`src/rtl/lw_sha_job_arbiter.sv`:
```
// Round-robin arbiter sharing one lw_hmac core between two requesters.
// The grant is held for a whole job: start, data stream, done or abort.
module lw_sha_job_arbiter #(
  parameter int unsigned DATA_WIDTH = 32
) (
  input  logic                    clk_i,
  input  logic                    areset_i,
  input  logic [1:0]              req_i,
  input  logic [7:0]              opcode_i,
  input  logic [1:0]              valid_i,
  input  logic [1:0]              last_i,
  input  logic [1:0]              abort_i,
  input  logic [2*DATA_WIDTH-1:0] data_i,
  output logic [1:0]              gnt_o,
  output logic [1:0]              ready_o,
  output logic [1:0]              done_o,
  output logic [8*DATA_WIDTH-1:0] hash_o,
  output logic                    fault_o,
  output logic                    core_start_o,
  output logic                    core_abort_o,
  output logic                    core_last_o,
  output logic                    core_valid_o,
  output logic [3:0]              core_opcode_o,
  output logic [DATA_WIDTH-1:0]   core_data_o,
  input  logic                    core_ready_i,
  input  logic                    core_idle_i,
  input  logic                    core_done_i,
  input  logic                    core_fault_i,
  input  logic [8*DATA_WIDTH-1:0] core_hash_i
);

  typedef enum logic [2:0] {
    StIdle, StStart, StStream, StWaitDone, StResult, StAbort, StFault
  } state_e;

  state_e                  state_q, state_d;
  logic                    rr_ptr_q, rr_ptr_d;
  logic                    sel_q, sel_d;
  logic                    first_q, first_d;
  logic [3:0]              opcode_q, opcode_d;
  logic [8*DATA_WIDTH-1:0] hash_q, hash_d;

  logic                  win;
  logic                  valid_sel, last_sel, abort_sel;
  logic [DATA_WIDTH-1:0] data_sel;
  logic [1:0]            sel_oh;

  assign valid_sel = sel_q ? valid_i[1] : valid_i[0];
  assign last_sel  = sel_q ? last_i[1]  : last_i[0];
  assign abort_sel = sel_q ? abort_i[1] : abort_i[0];
  assign data_sel  = sel_q ? data_i[2*DATA_WIDTH-1:DATA_WIDTH] : data_i[DATA_WIDTH-1:0];
  assign sel_oh    = sel_q ? 2'b10 : 2'b01;
  // Lone requester wins outright; on contention the round-robin pointer decides.
  assign win       = (req_i == 2'b11) ? rr_ptr_q : req_i[1];

  always_comb begin
    state_d  = state_q;
    rr_ptr_d = rr_ptr_q;
    sel_d    = sel_q;
    opcode_d = opcode_q;
    hash_d   = hash_q;
    unique case (state_q)
      StIdle: begin
        if (core_idle_i && (req_i != 2'b00)) begin
          sel_d    = win;
          opcode_d = win ? opcode_i[7:4] : opcode_i[3:0];
          state_d  = StStart;
        end
      end
      StStart: state_d = abort_sel ? StAbort : StStream;
      StStream: begin
        if (abort_sel) begin
          state_d = StAbort;
        end else if (valid_sel && last_sel && core_ready_i) begin
          state_d = StWaitDone;
        end
      end
      StWaitDone: begin
        if (core_done_i) begin
          hash_d  = core_hash_i;
          state_d = StResult;
        end else if (abort_sel) begin
          state_d = StAbort;
        end
      end
      StResult: begin
        rr_ptr_d = ~sel_q;
        state_d  = StIdle;
      end
      StAbort: begin
        if (core_idle_i) begin
          rr_ptr_d = ~sel_q;
          state_d  = StIdle;
        end
      end
      StFault: state_d = StFault;
      default: state_d = StIdle;
    endcase
    // A core fault overrides every other update made this cycle.
    if (core_fault_i) begin
      state_d  = StFault;
      rr_ptr_d = rr_ptr_q;
      sel_d    = sel_q;
      opcode_d = opcode_q;
      hash_d   = hash_q;
    end
    first_d = (state_d != state_q);
  end

  always_ff @(posedge clk_i or posedge areset_i) begin
    if (areset_i) begin
      state_q  <= StIdle;
      rr_ptr_q <= 1'b0;
      sel_q    <= 1'b0;
      first_q  <= 1'b0;
      opcode_q <= 4'h0;
      hash_q   <= '0;
    end else begin
      state_q  <= state_d;
      rr_ptr_q <= rr_ptr_d;
      sel_q    <= sel_d;
      first_q  <= first_d;
      opcode_q <= opcode_d;
      hash_q   <= hash_d;
    end
  end

  always_comb begin
    gnt_o         = 2'b00;
    ready_o       = 2'b00;
    done_o        = 2'b00;
    core_start_o  = 1'b0;
    core_valid_o  = 1'b0;
    core_last_o   = 1'b0;
    core_data_o   = '0;
    core_opcode_o = opcode_q;
    hash_o        = hash_q;
    fault_o       = (state_q == StFault);
    // Abort is a single pulse on entry to either the abort or the fault state.
    core_abort_o  = first_q && ((state_q == StAbort) || (state_q == StFault));
    if ((state_q != StIdle) && (state_q != StFault)) begin
      gnt_o = sel_oh;
    end
    if (state_q == StStart) begin
      core_start_o = 1'b1;
    end
    if (state_q == StStream) begin
      core_valid_o = valid_sel && !abort_sel;
      core_last_o  = core_valid_o && last_sel;
      core_data_o  = data_sel;
      ready_o      = core_ready_i ? sel_oh : 2'b00;
    end
    if (state_q == StResult) begin
      done_o = sel_oh;
    end
  end

endmodule

```
`config.mk`:
```
export PLATFORM = sky130hd
export DESIGN_NAME = lw_sha_job_arbiter
export DESIGN_NICKNAME = d
export VERILOG_FILES = /design/src/rtl/lw_sha_job_arbiter.sv
export SDC_FILE = /design/constraint.sdc
export NUM_CORES = 1
export LEC_CHECK = 0
export ABC_CLOCK_PERIOD_IN_PS = 18800
export CAP_MARGIN = 20
export CORE_AREA = 2 2 252 254
export DETAILED_ROUTE_END_ITERATION = 8
export DIE_AREA = 0 0 254 256
export PLACE_DENSITY = 0.45
export SYNTH_ARGS = -nofsm -noshare
export SYNTH_HDL_FRONTEND = slang
export SYNTH_SLANG_ARGS = --single-unit
```
`constraint.sdc`:
```
create_clock -name clk_i -period 18.8 [get_ports clk_i]
set_input_delay 5.64 -clock clk_i [delete_from_list [all_inputs] [get_ports clk_i]]
set_output_delay 5.64 -clock clk_i [all_outputs]
set_load 0.01 [all_outputs]
```
Word level (Yosys, flattened, before mapping) --
Cells that the tools add are included.
Word-level totals: register bits after elaboration 266, bits of input ports 342, output and inout port bits 303, logic and storage cells 60
Cells by class: equality and inequality tests 10, muxes and demuxes 26, bitwise operators 2, reduce and logical (&&, ||, !) cells 16
Operators with widths (number):
- $mux W32 | 2
- $mux W3 | 8
- $pmux W3 S6 | 1
- $mux W2 | 5
- $eq A3 B3 Y1 const B | 3
- $reduce_and A3 Y1 | 3
- $mux W1 | 8
- $logic_and A1 B1 Y1 | 7
- $eq A3 B2 Y1 const B | 2
- $mux W4 | 1
- $reduce_bool A2 Y1 | 2
- $eq A3 B1 Y1 const B | 1
- $logic_not A3 Y1 | 1
- $ne A3 B3 Y1 | 1
- $ne A3 B3 Y1 const B | 1
- $reduce_bool A3 Y1 | 1
- $eq A2 B2 Y1 const B | 1
- $ne A2 B2 Y1 const B | 1
- $not A1 Y1 | 2
- $pmux W1 S2 | 1
- $logic_not A1 Y1 | 1
- $logic_or A1 B1 Y1 | 1

Logic depth before layout (Yosys ltp) --
Gate-level depths: netlist of the first run.
word-level depth 8, depth in mapped cells 6, gate-level depth less buffers 4

Least setup slack after synthesis of the first run --
No wires, ideal clock.
path type input port to output port, from in abort_i[1], to out core_last_o, arrival 6406 ps, data required time 13160 ps, slack 6754 ps, stages on the path 2, buffers on the path 0, path through mux2_2 -> nor4_1
On the way: word-level cells in the longest chain between the ends 5
Ends and longest elaborated chain:
- start: declaration | line 12 | input logic [1:0] abort_i,
- $mux W1 | line 50 | assign abort_sel = sel_q ? abort_i[1] : abort_i[0];
- $logic_not A1 Y1 | line 148 | core_valid_o = valid_sel && !abort_sel;
- $logic_and A1 B1 Y1 | line 148
- $logic_and A1 B1 Y1 | line 149 | core_last_o = core_valid_o && last_sel;
- $mux W1 | line 147 | if (state_q == StStream) begin
- end: declaration | line 21 | output logic core_last_o,
Every way passes these cells.

Final worst setup path of the first run --
Same ends and word-level chain as after synthesis.

==> results of run 1 <==
[worst min path at each step]
| stage | from | end | slack [ns] | depth (start not counted) |
|---|---|---|---|---|
| CTS | hash_o[62] | hash_o[62] | 0.51 | 1 |
| global route | hash_o[119] | hash_o[119] | 0.52 | 1 |
| finish | hash_o[162] | hash_o[162] | 0.50 | 1 |
| global placement | hash_o[98] | hash_o[98] | 0.49 | 1 |
| floorplan | rr_ptr_q | rr_ptr_q | 0.48 | 1 |
| detailed placement | hash_o[234] | hash_o[234] | 0.49 | 1 |
[power by group through the flow]
stage	Combinational [µW]	Sequential [µW]	Clock, µW
floorplan	65.1	639	0
global placement	237	628	0
detailed placement	238	629	0
CTS	239	619	648
global route	250	622	674
finish	234	619	616
[critical path: stages]
cell,delay (ns)
clkdlybuf4s50_1,0.40
mux2_2,0.33
nor4_1,0.67
clkdlybuf4s50_1,0.67
[cells by family (layout without fill, tap and decap cells)]
| family | count (synthesis) | in the layout | synth area share, % |
|---|---|---|---|
| multiplexers | 298 | 298 | 30.66 |
| AND/OR/NAND/NOR | 70 | 70 | 3.132 |
| other | 0 | 2 | 0 |
| flip-flops | 266 | 266 | 61.72 |
| buffers and inverters | 45 | 710 | 3.283 |
| AO/OA/AOI/OAI | 19 | 19 | 1.044 |
| XOR/XNOR | 2 | 2 | 0.1624 |
[layer usage]
metal	GRT usage (%)	vias up
li1	-	3769
met1	11.49	4131
met2	22.50	375
met3	4.414	70
met4	5.131	2
met5	0	-
[final cells by class]
type	instances	area share, %
Clock buffer	47	5.208
Antenna cell	2	0.02624
Sequential cell	266	34.90
Tap cell	846	5.549
Clock inverter	6	0.1771
Inverter	4	0.1181
Multi-Input combinational cell	389	19.82
Timing Repair Buffer	653	34.20
[cells in the mapped netlist, types with 2 or more instances]
| cell type | count | area share, % |
|---|---|---|
| buf_6 | 20 | 2.1 |
| a21o_1 | 3 | 0.21 |
| nor2_1 | 47 | 1.6 |
| a21oi_1 | 8 | 0.37 |
| nand2_1 | 4 | 0.14 |
| mux2i_1 | 39 | 3.6 |
| nand2b_1 | 5 | 0.29 |
| dfrtp_1 | 266 | 62 |
| clkbuf_1 | 9 | 0.31 |
| inv_1 | 4 | 0.14 |
| buf_2 | 4 | 0.19 |
| buf_4 | 8 | 0.56 |
| o21ai_0 | 3 | 0.14 |
| xor2_1 | 2 | 0.16 |
| mux2_2 | 259 | 27 |
| nand3b_1 | 2 | 0.14 |
| nor3_1 | 3 | 0.14 |
[stage by stage]
| step | cells | util [%] | area [µm²] |
|---|---|---|---|
| 6_report | 2213 | 30.58 | 19080 |
| 5_1_grt | 2213 | 30.58 | 19080 |
| 4_1_cts | 2211 | 30.57 | 19070 |
| 3_5_place_dp | 2158 | 28.92 | 18040 |
| 3_3_place_gp | 2157 | 28.91 | 18040 |
| 2_1_floorplan | 700 | - | 10790 |
[registers in the layout, summed over array words and instances (netlist names)]
register,flops
core_opcode_o,4
rr_ptr_q,1
first_q,1
hash_o,256
sel_q,1
state_q,3
==> reports/qor.txt, run 1 <==
Clk pwr share - 42.0%
fmax - 74.90 MHz
Leakage Power - 0.008488 µW
syn_nets - 1042
R2R depth - 5
top-level I/O count - 645
CP max FO - 7
flop-to-flop setup slack - 15.39 ns
vias per cell - 3.772
syn avg cell area - 15.41 µm²
gp weighted congestion - 0.7567
post-CTS sizing - 0
Slew @ Worst Pin - 0.9845 ns
worst path arrival time - 7.71 ns
max-slew violations - 0
Seq/Total Area, Yosys - 61.72%
final worst slack - 5.448 ns
met2 routed WL - 21.57 mm
Post-Syn Instances - 700
DR WL met3 - 3.904 mm
Tot Pwr - 1469 µW
RSZ-0062 raised after global routing - false
commonest non-fill, non-tap cells in the layout - clkdlybuf4s50_1 (644), dfrtp_1 (265), mux2_2 (259)
CTS Sinks - 266
number of flops mapped to enable cells by yosys - 0
setup bufs post-CTS - 0
Final period util - 71.02%
clock skew - 0.01639 ns
status - finished clean
Hold Buf Count CTS - 0
DRT Wirelength - 40.31 mm
mapped cell area - 10790 µm²
dpl ws - 5.496 ns
setup TNS - 0 ns
Worst VDD drop - 0.00005906 V
Hold Slack - 0.5017 ns
vias in the first global route - 9088
crit path kind - primary input to output port
CTS Buffer Depth - 3
Final HPWL DP - 30.56 mm
endpoints failing hold - 0
H-tree lvl count - 2
CTS tree - yes
max cap viols - 0
CTS clk-pin slew, worst paths - 0.05 ns
row count - 92
post-route minimum period - 13.35 ns
Root Driver - clkbuf_16
worst hold path class - flop to flop
async set or reset register ratio after synthesis - 100.0%
DRC Markers - 0
internal cell power - 1118 µW
Switching Power - 351.0 µW
core box area - 62390 µm²
total CTS buffers - 35
clk_lat worst skew - 0.53 ns
Netlist cell types - 31
drt initial violations - 214
CP startpoint - abort_i[1]
# fillers - 6380
Overall Global Routing Usage - 11.95%
top sig layer - met5
Setup crit end - core_last_o
multi-input logic area - 3781 µm²
FF-to-FF End - hash_o[133]
initial antenna violation count - 3
post-route ant nets - 0
YS warnings - 0
Die Ht - 256 µm
logic gate share of total power - 15.9%
Switching Fraction - 23.90%
commonest non-fill, non-tap cell in the layout - clkdlybuf4s50_1
synthesis-stage register bit count - 266
P per Cell Area - 77.00 nW/µm²
Final nets - 1691
Crit path required time - 13.16 ns
port bufs - 644
Wirelength per Cell - 18.21 µm
via count - 8347
global-route wire length before repair - 58.73 mm
CP endpoint kind - output port
initial core utilization - 17.29%
DIE AREA - 65020 µm²
Final Setup Violations - 0
1st-pass router iterations - 4
total area of sequential cells - 6658 µm²
ys flop type - dfrtp_1
FF-to-FF Start - state_q[1]
Syn-to-layout area delta - 76.87%
sequential fraction of design power - 42.1%
global route overflow - 0
layout cells sized above 1 - 23.37%
largest net degree at the start of global routing - 129
Metal-1 WL - 13.52 mm
Worst slew margin - 34.37%
Die Wd - 254 µm
Startpoint Class - primary input
No activity file was read; power rests on OpenSTA's default activity.
==> run 2, diff against run 1 <==
==> config.mk (replaced) <==
export PLATFORM = sky130hd
export DESIGN_NAME = lw_sha_job_arbiter
export DESIGN_NICKNAME = d
export VERILOG_FILES = /design/src/rtl/lw_sha_job_arbiter.sv
export SDC_FILE = /design/constraint.sdc
export NUM_CORES = 1
export LEC_CHECK = 0
export ABC_CLOCK_PERIOD_IN_PS = 10700
export CAP_MARGIN = 20
export CORE_AREA = 2 2 250 252
export DETAILED_ROUTE_END_ITERATION = 8
export DIE_AREA = 0 0 252 254
export PLACE_DENSITY = 0.47
export SYNTH_ARGS = -nofsm -noshare
export SYNTH_HDL_FRONTEND = slang
export SYNTH_SLANG_ARGS = --single-unit
==> constraint.sdc (replaced) <==
create_clock -name clk_i -period 10.7 [get_ports clk_i]
set_input_delay 3.21 -clock clk_i [delete_from_list [all_inputs] [get_ports clk_i]]
set_output_delay 3.21 -clock clk_i [all_outputs]
set_load 0.01 [all_outputs]
==> run 2 against run 1 <==
Combinational power is 76% higher. First-iteration DRC count is 45% higher. Core utilization is 0.52 points higher. Setup slack worse by 3.4 ns. Flip-flop and latch count stayed put. Global-route usage is 0.55 points lower. Worst hold slack hardly changed. Critical path type unchanged. Largest cell class unchanged.
==> reports/qor.txt, run 2 (same netlist as run 1, synthesis figures left out) <==
Final period util - 80.49%
CTS clk-pin slew, worst paths - 0.05 ns (about the same)
Worst VDD drop - 0.00009769 V (was 0.00005906 V)
worst path arrival time - 5.40 ns (was 7.71 ns)
Crit path required time - 7.49 ns (was 13.16 ns)
Final nets - 1690 (was 1691)
Startpoint Class - primary input (unchanged)
max-slew violations - 0 (unchanged)
top-level I/O count - 645 (unchanged)
post-CTS sizing - 0 (unchanged)
clk_lat worst skew - 0.52 ns (was 0.53 ns)
gp weighted congestion - 0.7440 (was 0.7567)
status - finished clean (unchanged)
setup TNS - 0 ns (unchanged)
dpl ws - 2.082 ns (was 5.496 ns)
H-tree lvl count - 2 (unchanged)
FF-to-FF End - hash_o[8] (was hash_o[133])
DRC Markers - 0 (unchanged)
CP endpoint kind - output port (unchanged)
CP max FO - 7 (unchanged)
design area - 19050 µm² (was 19080 µm²)
Leakage Power - 0.008498 µW (was 0.008488 µW)
CTS tree - yes (unchanged)
logic gate share of total power - 15.7% (was 15.9%)
hold path cells - 1 (unchanged)
flop-to-flop setup slack - 7.31 ns (was 15.39 ns)
post-route minimum period - 8.613 ns
commonest non-fill, non-tap cells in the layout - clkdlybuf4s50_1 (644), dfrtp_1 (265), mux2_2 (259) (unchanged)
DIE AREA - 64010 µm² (was 65020 µm²)
Die Ht - 254 µm (was 256 µm)
max FFs per register - 256 (unchanged)
Final Setup Violations - 0 (unchanged)
Worst slew margin - 31.08% (was 34.37%)
via count - 8305 (was 8347)
worst hold path class - flop to flop (unchanged)
RSZ-0062 raised after global routing - false (unchanged)
Syn-to-layout area delta - 76.62% (was 76.87%)
global route overflow - 0 (unchanged)
placed inst area - 17970 µm² (was 18040 µm²)
initial antenna violation count - 2 (was 3)
crit path kind - primary input to output port (unchanged)
setup bufs post-CTS - 0 (unchanged)
endpoints failing hold - 0 (unchanged)
total CTS buffers - 35 (unchanged)
fmax - 116.1 MHz
1st-pass router iterations - 4 (unchanged)
Clk pwr share - 42.8% (was 42.0%)
Wirelength per Cell - 17.90 µm (was 18.21 µm)
drt initial violations - 310 (was 214)
Hold Crit Endpoint - hash_o[202] (was hash_o[162])
max cap viols - 0 (unchanged)
Root Driver - clkbuf_16 (unchanged)
CTS Buffer Depth - 3 (unchanged)
global-route wire length before repair - 55.43 mm (was 58.73 mm)
vias per cell - 3.843 (was 3.772)
row count - 91 (was 92)
final worst slack - 2.087 ns (was 5.448 ns)
CTS Sinks - 266 (unchanged)
internal cell power - 2003 µW (was 1118 µW)
DRT Wirelength - 38.67 mm (was 40.31 mm)
port bufs - 644 (unchanged)
initial core utilization - 17.61% (was 17.29%)
Switching Power - 619.5 µW (was 351.0 µW)
R2R depth - 5 (unchanged)
FF-to-FF Start - state_q[0] (was state_q[1])
Final HPWL DP - 29.30 mm (was 30.56 mm)
vias in the first global route - 9056 (was 9088)
layout cells sized above 1 - 23.08% (was 23.37%)
core box area - 61260 µm² (was 62390 µm²)
post-route ant nets - 0 (unchanged)
clock skew - 0.01261 ns (was 0.01639 ns)
sequential fraction of design power - 41.4% (was 42.1%)
commonest non-fill, non-tap cell in the layout - clkdlybuf4s50_1 (unchanged)
Hold Buf Count CTS - 0 (unchanged)
Switching Fraction - 23.62% (was 23.90%)
Die Wd - 252 µm (was 254 µm)
largest net degree at the start of global routing - 152 (was 129)
Overall Global Routing Usage - 11.40% (was 11.95%)
Slew @ Worst Pin - 1.034 ns (was 0.9845 ns)
HP Start - hash_o[202] (was hash_o[162])
P per Cell Area - 137.7 nW/µm² (was 77.00 nW/µm²)
run 2: cell count changes in the layout (fill, tap and decap cells not counted), sizes merged:
| cell | delta |
|---|---|
| buf | -1 |
| bufinv | +1 |
| clkinvlp | +1 |
| clkinv | -5 |
| clkbuf | +8 |
run 2: metal layers:
metal | share of wire (%) | GRT usage, %
met1 | 35 | 11.13
met2 | 54 | 21.68
met3 | 8.3 | 3.954
met4 | 3.4 | 4.852
met5 | 0 | 0
run 2: area by class of cell:
type	count	area (µm²)
Fill cell	6232	42210
Sequential cell	266	6658
Timing Repair Buffer	652	6519
Multi-Input combinational cell	389	3781
Clock buffer	55	1033
Tap cell	790	988.4
Clock inverter	3	42.54
Inverter	4	22.52
Antenna cell	2	5.005
run 2: how the worst max path moves through the flow:
| stage | start | end | slack [ns] | cells after the start |
|---|---|---|---|---|
| after detailed placement | abort_i[0] | core_last_o | 2.08 | 4 |
| final | abort_i[0] | core_last_o | 2.09 | 4 |
| after floorplan | areset_i | core_opcode_o[0] | 0.16 | 1 |
| after CTS | abort_i[0] | core_last_o | 2.09 | 4 |
| after global routing | abort_i[0] | core_last_o | 2.09 | 4 |
| after global placement | abort_i[0] | core_last_o | 2.11 | 4 |
run 2: critical path, cell delays in order:
cell and delay (ns):
clkdlybuf4s50_1 0.47, mux2_2 0.38, nor4_1 0.67, clkdlybuf4s50_1 0.67
run 2: stage by stage:
stage	std cells	util (%)	power (µW)	hold slack [ns]
after floorplan	700	-	1237	0.4752
after global routing	2161	31.10	2750	0.5116
after detailed placement	2101	29.33	1523	0.4940
final	2161	31.10	2622	0.5018
after global placement	2101	29.33	1520	0.4886
after CTS	2159	31.09	2688	0.5061
run 2: power by group through the flow:
stage               Sequential (µW)  Combinational [µW]  Clock, µW
floorplan                      1120                 114          0
global placement               1100                 417          0
finish                         1090                 412       1120
CTS                            1090                 420       1180
detailed placement             1100                 418          0
global route                   1090                 439       1220
==> run 3, diff against run 2 <==
==> config.mk (replaced) <==
export PLATFORM = sky130hd
export DESIGN_NAME = lw_sha_job_arbiter
export DESIGN_NICKNAME = d
export VERILOG_FILES = /design/src/rtl/lw_sha_job_arbiter.sv
export SDC_FILE = /design/constraint.sdc
export NUM_CORES = 1
export LEC_CHECK = 0
export ABC_CLOCK_PERIOD_IN_PS = 8600
export CAP_MARGIN = 20
export CORE_AREA = 2 2 251 253
export DETAILED_ROUTE_END_ITERATION = 8
export DIE_AREA = 0 0 253 255
export PLACE_DENSITY = 0.46
export SYNTH_ARGS = -nofsm -noshare
export SYNTH_HDL_FRONTEND = slang
export SYNTH_SLANG_ARGS = --single-unit
==> constraint.sdc (replaced) <==
create_clock -name clk_i -period 8.6 [get_ports clk_i]
set_input_delay 2.58 -clock clk_i [delete_from_list [all_inputs] [get_ports clk_i]]
set_output_delay 2.58 -clock clk_i [all_outputs]
set_load 0.01 [all_outputs]
==> run 3 against run 2 <==
Clock power increased by 23%. Critical path type unchanged. Wire length increased by 0.90%. Power increased by 24%. Clock skew increased by 0.0044 ns. Sequential share of layout area about the same. Clock-buffer cell count unchanged. Combinational power increased by 24%. Sequential power increased by 24%.
==> reports/qor.txt, run 3 (same netlist as run 1, synthesis figures left out) <==
commonest non-fill, non-tap cells in the layout - clkdlybuf4s50_1 (644), dfrtp_1 (265), mux2_2 (259) (unchanged)
Finished Core Util - 30.68% (was 31.10%)
Tot Pwr - 3246 µW (was 2622 µW)
max cap viols - 0 (unchanged)
Die Ht - 255 µm (was 254 µm)
CP startpoint - abort_i[0] (unchanged)
post-route ant nets - 0 (unchanged)
setup TNS - 0 ns (unchanged)
Wirelength per Cell - 18.00 µm (was 17.90 µm)
CTS Buffer Depth - 3 (unchanged)
flop-to-flop setup slack - 6.09 ns (was 7.31 ns)
Worst VDD drop - 0.0001193 V (was 0.00009769 V)
dpl ws - 1.732 ns (was 2.082 ns)
Root Driver - clkbuf_16 (unchanged)
CTS tree - yes (unchanged)
Setup crit end - core_last_o (unchanged)
fmax - 145.9 MHz
initial antenna violation count - 1 (was 2)
drt initial violations - 277 (was 310)
max-slew violations - 0 (unchanged)
clock skew - 0.01696 ns (was 0.01261 ns)
DIE AREA - 64520 µm² (was 64010 µm²)
Crit path max-delay family - buffers and inverters (unchanged)
post-route minimum period - 6.854 ns
global-route wire length before repair - 54.37 mm (was 55.43 mm)
vias per cell - 3.796 (was 3.843)
crit-path max cell delay - 0.59 ns (was 0.67 ns)
Syn-to-layout area delta - 76.84% (was 76.62%)
R2R depth - 4 (was 5)
crit-path cells - clkdlybuf4s50_1, mux2_2, nor4_1, clkdlybuf4s50_1 (unchanged)
worst hold path class - flop to flop (unchanged)
Final nets - 1687 (was 1690)
Final Setup Violations - 0 (unchanged)
1st-pass router iterations - 4 (unchanged)
core box area - 62160 µm² (was 61260 µm²)
CP endpoint kind - output port (unchanged)
initial core utilization - 17.35% (was 17.61%)
worst path arrival time - 4.27 ns (was 5.40 ns)
row count - 92 (was 91)
global route overflow - 0 (unchanged)
post-CTS sizing - 0 (unchanged)
Startpoint Class - primary input (unchanged)
crit path kind - primary input to output port (unchanged)
Worst slew margin - 28.92% (was 31.08%)
Die Wd - 253 µm (was 252 µm)
CTS clk-pin slew, worst paths - 0.06 ns (was 0.05 ns)
final worst slack - 1.746 ns (was 2.087 ns)
Slew @ Worst Pin - 1.055 ns (was 1.034 ns)
# fillers - 6290 (was 6232)
setup bufs post-CTS - 0 (unchanged)
largest net degree at the start of global routing - 142 (was 152)
via count - 8229 (was 8305)
Worst path slowest cell - clkdlybuf4s50_1 (was nor4_1)
P per Cell Area - 170.2 nW/µm² (was 137.7 nW/µm²)
layout cells sized above 1 - 23.17% (was 23.08%)
vias in the first global route - 8614 (was 9056)
Final HPWL DP - 29.35 mm (was 29.30 mm)
gp weighted congestion - 0.7255 (was 0.7440)
FF-to-FF End - hash_o[79] (was hash_o[8])
total CTS buffers - 34 (was 35)
status - finished clean (unchanged)
RSZ-0062 raised after global routing - false (unchanged)
most frequent CP cell - clkdlybuf4s50_1 (unchanged)
DRC Markers - 0 (unchanged)
Buf/Inv on CP - 2 (unchanged)
Hold Buf Count CTS - 0 (unchanged)
Overall Global Routing Usage - 11.18% (was 11.40%)
port bufs - 644 (unchanged)
CTS Sinks - 266 (unchanged)
commonest non-fill, non-tap cell in the layout - clkdlybuf4s50_1 (unchanged)
Crit path required time - 6.02 ns (was 7.49 ns)
DRT Wirelength - 39.02 mm (was 38.67 mm)
max FFs per register - 256 (unchanged)
FF-to-FF Start - state_q[1] (was state_q[0])
Leakage Power - 0.008493 µW (was 0.008498 µW)
H-tree lvl count - 2 (unchanged)
clk_lat worst skew - 0.53 ns (was 0.52 ns)
endpoints failing hold - 0 (unchanged)
CP max FO - 7 (unchanged)
Final period util - 79.70%
top-level I/O count - 645 (unchanged)
critical path depth - 4 (unchanged)
-- run 3: changes by cell type in the layout (fill, tap and decap cells not counted), moves of 2 or more --
cell,before,now
clkbuf_1,14,12
buf_12,1,4
buf_4,7,2
clkbuf_8,4,8
clkbuf_16,37,35
-- run 3: worst min-delay path by stage --
stage                     start          end  slack (ns)  depth (start not counted)
floorplan              rr_ptr_q     rr_ptr_q        0.48                          1
global placement    hash_o[202]  hash_o[202]        0.49                          1
detailed placement   hash_o[50]   hash_o[50]        0.49                          1
CTS                 hash_o[244]  hash_o[244]        0.51                          1
global route        hash_o[234]  hash_o[234]        0.52                          1
finish               hash_o[50]   hash_o[50]        0.50                          1
-- run 3: stage by stage --
| stage | cell area (µm²) | hold slack [ns] | std cells |
|---|---|---|---|
| finish | 19070 | 0.5007 | 2168 |
| global route | 19070 | 0.5155 | 2168 |
| CTS | 19070 | 0.5069 | 2167 |
| detailed placement | 18000 | 0.4940 | 2108 |
| global placement | 18000 | 0.4891 | 2108 |
| floorplan | 10790 | 0.4752 | 700 |
-- run 3: power breakdown --
group	internal, µW	total [µW]	switching, µW
combinational	327	511	184
sequential	1320	1350	36.5
clock	822	1380	560
-- run 3: cell type report --
class | count | area, µm² | share of cell area, %
flip-flops and latches | 266 | 6658 | 34.91
multi-input cells | 389 | 3781 | 19.82
repair buffers | 650 | 6541 | 34.30
well taps | 799 | 999.7 | 5.241
clock inverters | 4 | 41.29 | 0.2165
clock buffers | 55 | 1031 | 5.405
diodes | 1 | 2.502 | 0.01312
inverters | 4 | 18.77 | 0.09840
-- run 3: routing by layer --
layer	track usage [%]	part of all wire (%)	wire length, µm	up-vias
met5	0	0	0	-
li1	-	-	-	3775
met2	21.74	55	21280	353
met4	3.973	2.8	1101	0
met1	11.05	34	13440	4046
met3	3.539	8.2	3205	55
